## config.mk

```make
export PLATFORM = sky130hd
export DESIGN_NAME = free_list
export DESIGN_NICKNAME = d
export VERILOG_FILES = /design/src/rtl/rename_pkg.sv /design/src/rtl/free_list.sv
export SDC_FILE = /design/constraint.sdc
export NUM_CORES = 1
export LEC_CHECK = 0
export CAP_MARGIN = 20
export CORE_UTILIZATION = 61
export DETAILED_ROUTE_END_ITERATION = 8
export PLACE_DENSITY = 0.83
export SYNTH_ARGS = -nofsm -noshare
export SYNTH_HDL_FRONTEND = slang
export SYNTH_SLANG_ARGS = --single-unit
```

## constraint.sdc

```tcl
create_clock -name clk -period 9.15 [get_ports clk]
set_input_delay 1.83 -clock clk [delete_from_list [all_inputs] [get_ports clk]]
set_output_delay 1.83 -clock clk [all_outputs]
set_load 0.03 [all_outputs]
```

## src/rtl/rename_pkg.sv

```systemverilog
// Shared rename-stage types: architectural/physical register counts
// and the physical register index type used across rename.
package rename_pkg;

  localparam int NUM_ARCH_REGS = 32;
  localparam int NUM_PHYS_REGS = 64;
  localparam int PS_WIDTH      = $clog2(NUM_PHYS_REGS);

  typedef logic [PS_WIDTH-1:0] preg_t;

endpackage

```

## src/rtl/free_list.sv

```systemverilog
// Free physical register FIFO feeding the alias table at rename.
// Ports: alloc_req/alloc_pd/alloc_valid pop the head; free_we/free_pd
// push a stale pd from commit; jump_commit restores the list to full;
// free_count is the registered occupancy.
// Optional FREE_LIST_BYPASS_EN: empty list forwards free_pd to alloc.
module free_list #(
  parameter int NUM_REGS  = rename_pkg::NUM_PHYS_REGS,
  parameter int PS_WIDTH  = $clog2(NUM_REGS),
  parameter int DEPTH     = NUM_REGS - rename_pkg::NUM_ARCH_REGS,
  parameter int PTR_WIDTH = $clog2(DEPTH) + 1
) (
  input  logic                 clk,
  input  logic                 rst_n,
  input  logic                 alloc_req,
  output logic [PS_WIDTH-1:0]  alloc_pd,
  output logic                 alloc_valid,
  input  logic                 free_we,
  input  logic [PS_WIDTH-1:0]  free_pd,
  input  logic                 jump_commit,
  output logic [PTR_WIDTH-1:0] free_count
);

  import rename_pkg::*;

  localparam int IW = PTR_WIDTH - 1;

  logic [PS_WIDTH-1:0]  fl_q [DEPTH];
  logic [PTR_WIDTH-1:0] rd_ptr_q, rd_ptr_d;
  logic [PTR_WIDTH-1:0] wr_ptr_q, wr_ptr_d;
  logic [PTR_WIDTH-1:0] cnt_q, cnt_d;

  logic empty, full, byp, push, pop;

  assign empty = rd_ptr_q == wr_ptr_q;
  assign full  = (rd_ptr_q[IW-1:0] == wr_ptr_q[IW-1:0])
              && (rd_ptr_q[IW] != wr_ptr_q[IW]);

`ifdef FREE_LIST_BYPASS_EN
  // Pushed pd handed straight to rename; never enters storage.
  assign byp = empty & free_we & alloc_req & ~jump_commit;
`else
  assign byp = 1'b0;
`endif

  assign push = free_we & ~full & ~byp;
  assign pop  = alloc_req & ~empty & ~jump_commit;

  assign alloc_valid = ~empty | byp;
  assign alloc_pd    = byp ? free_pd : fl_q[rd_ptr_q[IW-1:0]];
  assign free_count  = cnt_q;

  always_comb begin
    wr_ptr_d = wr_ptr_q + PTR_WIDTH'(push);
    rd_ptr_d = rd_ptr_q + PTR_WIDTH'(pop);
    cnt_d    = cnt_q + PTR_WIDTH'(push) - PTR_WIDTH'(pop);
    if (jump_commit) begin
      // Speculatively popped pds are still in storage behind wr_ptr,
      // so making the list full again re-frees exactly those.
      rd_ptr_d = {~wr_ptr_d[IW], wr_ptr_d[IW-1:0]};
      cnt_d    = PTR_WIDTH'(DEPTH);
    end
  end

  always_ff @(posedge clk) begin
    if (!rst_n) begin
      rd_ptr_q <= '0;
      wr_ptr_q <= PTR_WIDTH'(DEPTH);
      cnt_q    <= PTR_WIDTH'(DEPTH);
    end else begin
      rd_ptr_q <= rd_ptr_d;
      wr_ptr_q <= wr_ptr_d;
      cnt_q    <= cnt_d;
    end
  end

  always_ff @(posedge clk) begin
    if (!rst_n) begin
      for (int i = 0; i < DEPTH; i++)
        fl_q[i] <= PS_WIDTH'(NUM_ARCH_REGS + i);
    end else if (push) begin
      fl_q[wr_ptr_q[IW-1:0]] <= free_pd;
    end
  end

endmodule

```

## Word-level counts from Yosys, hierarchy flattened

Memory sizes are Yosys's and may differ from the RTL's. A register that Yosys moved wholly into a read port is not among the register bits.
Index checks and enable logic that the tools add are counted.

- Flip-flop bits (word level): 18
- Latch bits: 0
- RAM bits: 192
- Bits in read-only memories: 0
- Input bits: 11
- Output and inout bits: 13
- Logic and storage cells: 31
- Memories kept: 1

Memories:

| name | depth | bits a word | read ports | clocked after Yosys merged registers in | wr ports | line | RTL |
|---|---|---|---|---|---|---|---|
| fl_q | 32 | 6 | 1 | 1 | 32 | free_list.sv:27 | `logic [PS_WIDTH-1:0] fl_q [DEPTH];` |

- Add/sub/neg operators: 4
- Multiply operators: 0
- Div/mod/pow operators: 0
- $lt $le $gt $ge: 0
- Eq/ne operators: 3
- Shift operators: 0
- Muxes and demuxes: 9
- Bitwise gates (word level): 8
- Reductions and logical operators: 3

Operators with widths:

| cell | number |
|---|---|
| $add 6x1->6 | 3 |
| $mux 6 | 2 |
| $mux 5 | 2 |
| $eq 6x6->1 | 1 |
| $reduce_or 6->1 | 1 |
| $sub 6x1->6 | 1 |
| $eq 5x5->1 | 1 |
| $mux 1 | 5 |
| $not 1->1 | 5 |
| $and 1x1->1 | 3 |
| $reduce_or 2->1 | 1 |
| $logic_and 1x1->1 | 1 |
| $ne 1x1->1 | 1 |

## Longest topological paths before layout

- Depth in word-level cells: 9
- Mapped depth: 15
- Mapped depth without buffers: 13

## Least setup slack after synthesis

OpenSTA, ideal clock, no wires.

- Kind: input port to flip-flop
- Start: in jump_commit
- End: reg cnt_q[4], in the netlist free_count[4]
- Library setup time: 125 ps
- Arrival time: 3685 ps
- Required time: 9025 ps
- Setup slack: 5340 ps
- Stages on the path: 11
- Buffers on the path: 1
- Cell sequence: clkbuf_1 and3b_1 ha_1 inv_1 ha_1 inv_1 fa_1 nor2b_1 o21ai_0 a21boi_0 nor3_1

- Cells in the longest elaborated chain, start to end: 3
- Elaborated cells between the ends (all ways): 4
- Classes of those cells: 1 x add/sub; 2 x bitwise; 1 x reduce/logical

RTL lines:

| element | line | RTL |
|---|---|---|
| from (decl) | free_list.sv:19 | `input logic jump_commit,` |
| $not 1->1 | free_list.sv:46 | `assign pop = alloc_req & ~empty & ~jump_commit;` |
| $and 1x1->1 | free_list.sv:46 |  |
| $sub 6x1->6 | free_list.sv:55 | `cnt_d = cnt_q + PTR_WIDTH'(push) - PTR_WIDTH'(pop);` |
| to (signal assigned) | free_list.sv:68 | `cnt_q <= PTR_WIDTH'(DEPTH);` |
| to (signal assigned) | free_list.sv:72 | `cnt_q <= cnt_d;` |
| to (decl) | free_list.sv:30 | `logic [PTR_WIDTH-1:0] cnt_q, cnt_d;` |

Parallel ways exist; a longest one is shown, timed or not.
A chain may end at the register's enable or synchronous reset.

==> results.txt <==
* Distinct cell type count of the synthesized netlist: 47
* Syn_nets: 779
* Number of global-route vias before repair: 6938
- In this run the horizontal extent of the chip is 129.1 um.
- Power comes to 2.440 mW.
* Standard-cell row count: 46
* Setup repair after global routing missed its margin: no
- Total congestion overflow: 0
* Minimum clock period: 5778 ps
- After synthesis the netlist holds a flip-flop and latch count of 210.
* Via count of the routed design: 6911
* Crit path buffers/inverters: 2
* Data arrival time of the critical path: 3950 ps
- Total standard cell area after synthesis: 0.009853 mm2
- For the final database, setup skew stands at 10.65 ps.
- In this run, post-CTS hold repair placed 0 buffers.
- In this run, post-CTS repair resized a total of 0 instances.
- Dividing the detail-routed via count by the number of cells gives 6.809.
* Worst Setup Start Kind: flip-flop
- Post-Synthesis Mean Instance Area: 13.02 um2
- Aggregate global-route resource usage: 34.03%
- The most used flip-flop cell after synthesis is sky130_fd_sc_hd__edfxtp_1.
- Reported max-cap violation count: 0
* Die footprint: 0.01667 mm2
- CTS H-tree lvls: 1
- Largest incremental delay on the critical path: 680 ps
- Avg WL per Cell: 26.49 um
- Once the floorplan was initialized, standard cells occupied 62.25% of the core.
* TritonCTS Sinks: 210
- CORE AREA: 0.01583 mm2
* PortBufs: 23
- NumNets Final: 806
- Setup Crit Path Kind: flip-flop to output port
* Critical Path End Type: output port
- Setup total negative slack on the finished layout was measured at 0 ps.
- Power per cell area: 221.3 mW/mm2
* Critical-path cell with the highest stage delay: sky130_fd_sc_hd__dfxtp_4
- IR analysis of the VDD net gives a maximum drop of 0.1459 mV.
- Buffer levels on the longest clock path: 3
- Largest delay contributor family on the critical path: buffers and inverters
- Ys async rst share: 0%
- Cell chain of the critical path: buf_4 -> mux4_2 -> a22o_1 -> a211oi_1 -> a21oi_1 -> clkdlybuf4s50_1
- The top cell types in the final layout, fill and taps aside, are sky130_fd_sc_hd__edfxtp_1 (192), sky130_fd_sc_hd__nand2_1 (130), sky130_fd_sc_hd__nor2_1 (108).
* Count of buffers added by post-CTS timing repair for setup: 0
- Antenna-violating nets left: 0
- Warnings, synthesis: 0
* Slew at the pin with the worst max-slew slack: 1260 ps
* Fin crit share: 63.15%
* Final weighted congestion in routability-driven placement: 0.8668
- Worst slew margin relative to its limit: 15.71%
* Number of synthesized flops with an enable pin: 192
- The number of clock buffers added by TritonCTS is 22.
* Number of remaining DRC errors: 0
- I/O Pins: 24
* Setup violators final: 0
* Post-synthesis cell count: 757
- The final layout contains routed wiring with a total length of 26.89 mm.
- Along the worst path, the maximum fanout reaches 36.
* Clock slew seen by the registers of the worst setup and hold paths: 60 ps
- The first routing iteration left 1062 violations.
* Number of failing hold endpoints at the final stage: 0
- Max Clk Rate: 173.1 MHz
* Area grow syn2layout: 11.91%
* Leakage power summed over all cells: 3.295 nW
- TritonCTS built the clock tree.
- Entering global routing, the biggest net connects 39 pins.
- The run finished with clean final reports.
- For the worst setup path, the data required time is 7320 ps.
- Summing the sequential cell areas from Yosys gives 62.17% of the chip area.
- Clock network latency to the later pin of the worst-skew pair: 500 ps
- In this run the worst hold path is classified as flip-flop to flip-flop.
* Number of antenna violations at the first check in global routing: 0
* Global-route wire length before repair: 40.21 mm
- Ratio of cells with drive above 1 in the final layout: 15.14%
- The number of antenna diodes in the final layout is 0.
- Overall die height: 129.1 um
- Once detailed placement completed, the half-perimeter wirelength came to 17.59 mm.
- For this run, the detailed router's first-pass iteration total came to 6.
- Clock tree synthesis selected as its root buffer the cell sky130_fd_sc_hd__clkbuf_16.
- Final count of pins violating max slew: 0
- The library cell used most frequently in the layout, excluding fill and tap cells, is sky130_fd_sc_hd__edfxtp_1.
tightest hold or removal path: cells and delay by family (launching register included):
kind	cells	cell delay, ps
flops	1	320
simple gates	1	100
compound gates	1	70
synth_stat cells, types with 2 or more instances:
cell type	n	area, um2
sky130_fd_sc_hd__ha_1	10	125.1
sky130_fd_sc_hd__nand3b_1	2	15.01
sky130_fd_sc_hd__buf_2	24	120.1
sky130_fd_sc_hd__nor3_1	3	15.01
sky130_fd_sc_hd__and3_1	7	43.79
sky130_fd_sc_hd__nand4_1	2	12.51
sky130_fd_sc_hd__o221ai_1	6	52.55
sky130_fd_sc_hd__nand2_1	130	488.0
sky130_fd_sc_hd__edfxtp_1	192	5766
sky130_fd_sc_hd__nor2_1	108	405.4
sky130_fd_sc_hd__dfxtp_1	18	360.4
sky130_fd_sc_hd__nand3_1	15	75.07
sky130_fd_sc_hd__buf_1	4	15.01
sky130_fd_sc_hd__and2_1	3	18.77
sky130_fd_sc_hd__nand2b_1	4	25.02
sky130_fd_sc_hd__inv_1	10	37.54
sky130_fd_sc_hd__mux4_2	38	855.8
sky130_fd_sc_hd__a22o_1	5	43.79
sky130_fd_sc_hd__nor4_1	2	12.51
sky130_fd_sc_hd__a211oi_1	11	82.58
sky130_fd_sc_hd__xor2_1	9	78.83
sky130_fd_sc_hd__a311oi_2	8	120.1
sky130_fd_sc_hd__buf_6	2	22.52
sky130_fd_sc_hd__a311o_1	7	70.07
sky130_fd_sc_hd__o22ai_1	5	31.28
sky130_fd_sc_hd__a22oi_1	6	45.04
sky130_fd_sc_hd__o21ai_0	2	10.01
sky130_fd_sc_hd__mux2i_1	24	240.2
sky130_fd_sc_hd__a21oi_1	8	40.04
sky130_fd_sc_hd__buf_4	7	52.55
sky130_fd_sc_hd__clkbuf_1	22	82.58
sky130_fd_sc_hd__o31ai_1	32	240.2
sky130_fd_sc_hd__nor2b_1	11	68.82
sky130_fd_sc_hd__xnor2_1	6	52.55
sky130_fd_sc_hd__o22a_1	2	17.52
cells by family after synthesis:
logic type	share of synthesized area, %
and+or+nand+nor	12.50
xor gates and xnor gates	1.333
AOI/OAI and AO/OA	8.051
muxes	11.12
buffers and inverters	3.352
adders and majority gates	1.473
DFF	62.17
final timing paths:
path                                from  depth (start not counted)                  endpoint  slack, ps
setup / recovery  rd_ptr_q[0]$_SDFF_PN0_                          6               alloc_pd[5]       3370
hold / removal    wr_ptr_q[5]$_SDFF_PN1_                          2    wr_ptr_q[5]$_SDFF_PN1_        550
setup reg to reg  rd_ptr_q[1]$_SDFF_PN0_                         14  free_count[4]$_SDFF_PP0_       4850
hold reg to reg   wr_ptr_q[5]$_SDFF_PN1_                          2    wr_ptr_q[5]$_SDFF_PN1_        550
where the power goes:
group	total, mW	internal (mW)	switching, mW	leakage (nW)
Clock	0.854	0.490	0.364	0.339
Sequential	1.12	1.08	0.0395	1.76
Combinational	0.470	0.165	0.305	1.20
Total	2.44	1.73	0.709	3.29
per-stage QoR:
step / hold WS [ps] / instance area, um2 / setup slack [ps] / std cells / utilization, %
6_report: 554.8 / 11030 / 3372 / 1015 / 69.67
3_3_place_gp: 531.6 / 10150 / 3994 / 948 / 64.12
3_5_place_dp: 545.1 / 10240 / 3906 / 963 / 64.72
5_1_grt: 570.7 / 11030 / 3248 / 1015 / 69.67
4_1_cts: 556.6 / 10930 / 3383 / 1002 / 69.04
2_1_floorplan: 512.1 / 9853 / 5340 / 757 / -
routing by layer:
| layer | GRT usage, % | vias to the layer above | part of all wire, % |
|---|---|---|---|
| li1 | - | 2868 | - |
| met1 | 43.11 | 3322 | 33 |
| met2 | 55.36 | 589 | 47 |
| met3 | 7.514 | 132 | 13 |
| met4 | 18.41 | 0 | 6.3 |
| met5 | 0 | - | 0 |
state kept, by name, indices dropped and copies added (netlist names):
| signal | flops |
|---|---|
| fl_q | 192 |
| rd_ptr_q | 6 |
| wr_ptr_q | 6 |
| free_count | 6 |
area by class of cell:
cell class | instances | area, um2
repair buffers | 62 | 506.7
fillers | 1053 | 4801
inverters | 10 | 37.54
well taps | 216 | 270.3
multi-input cells | 478 | 3397
clock buffers | 31 | 645.6
flip-flops and latches | 210 | 6131
clock inverters | 8 | 38.79
No activity file was read; power rests on OpenSTA's default activity.
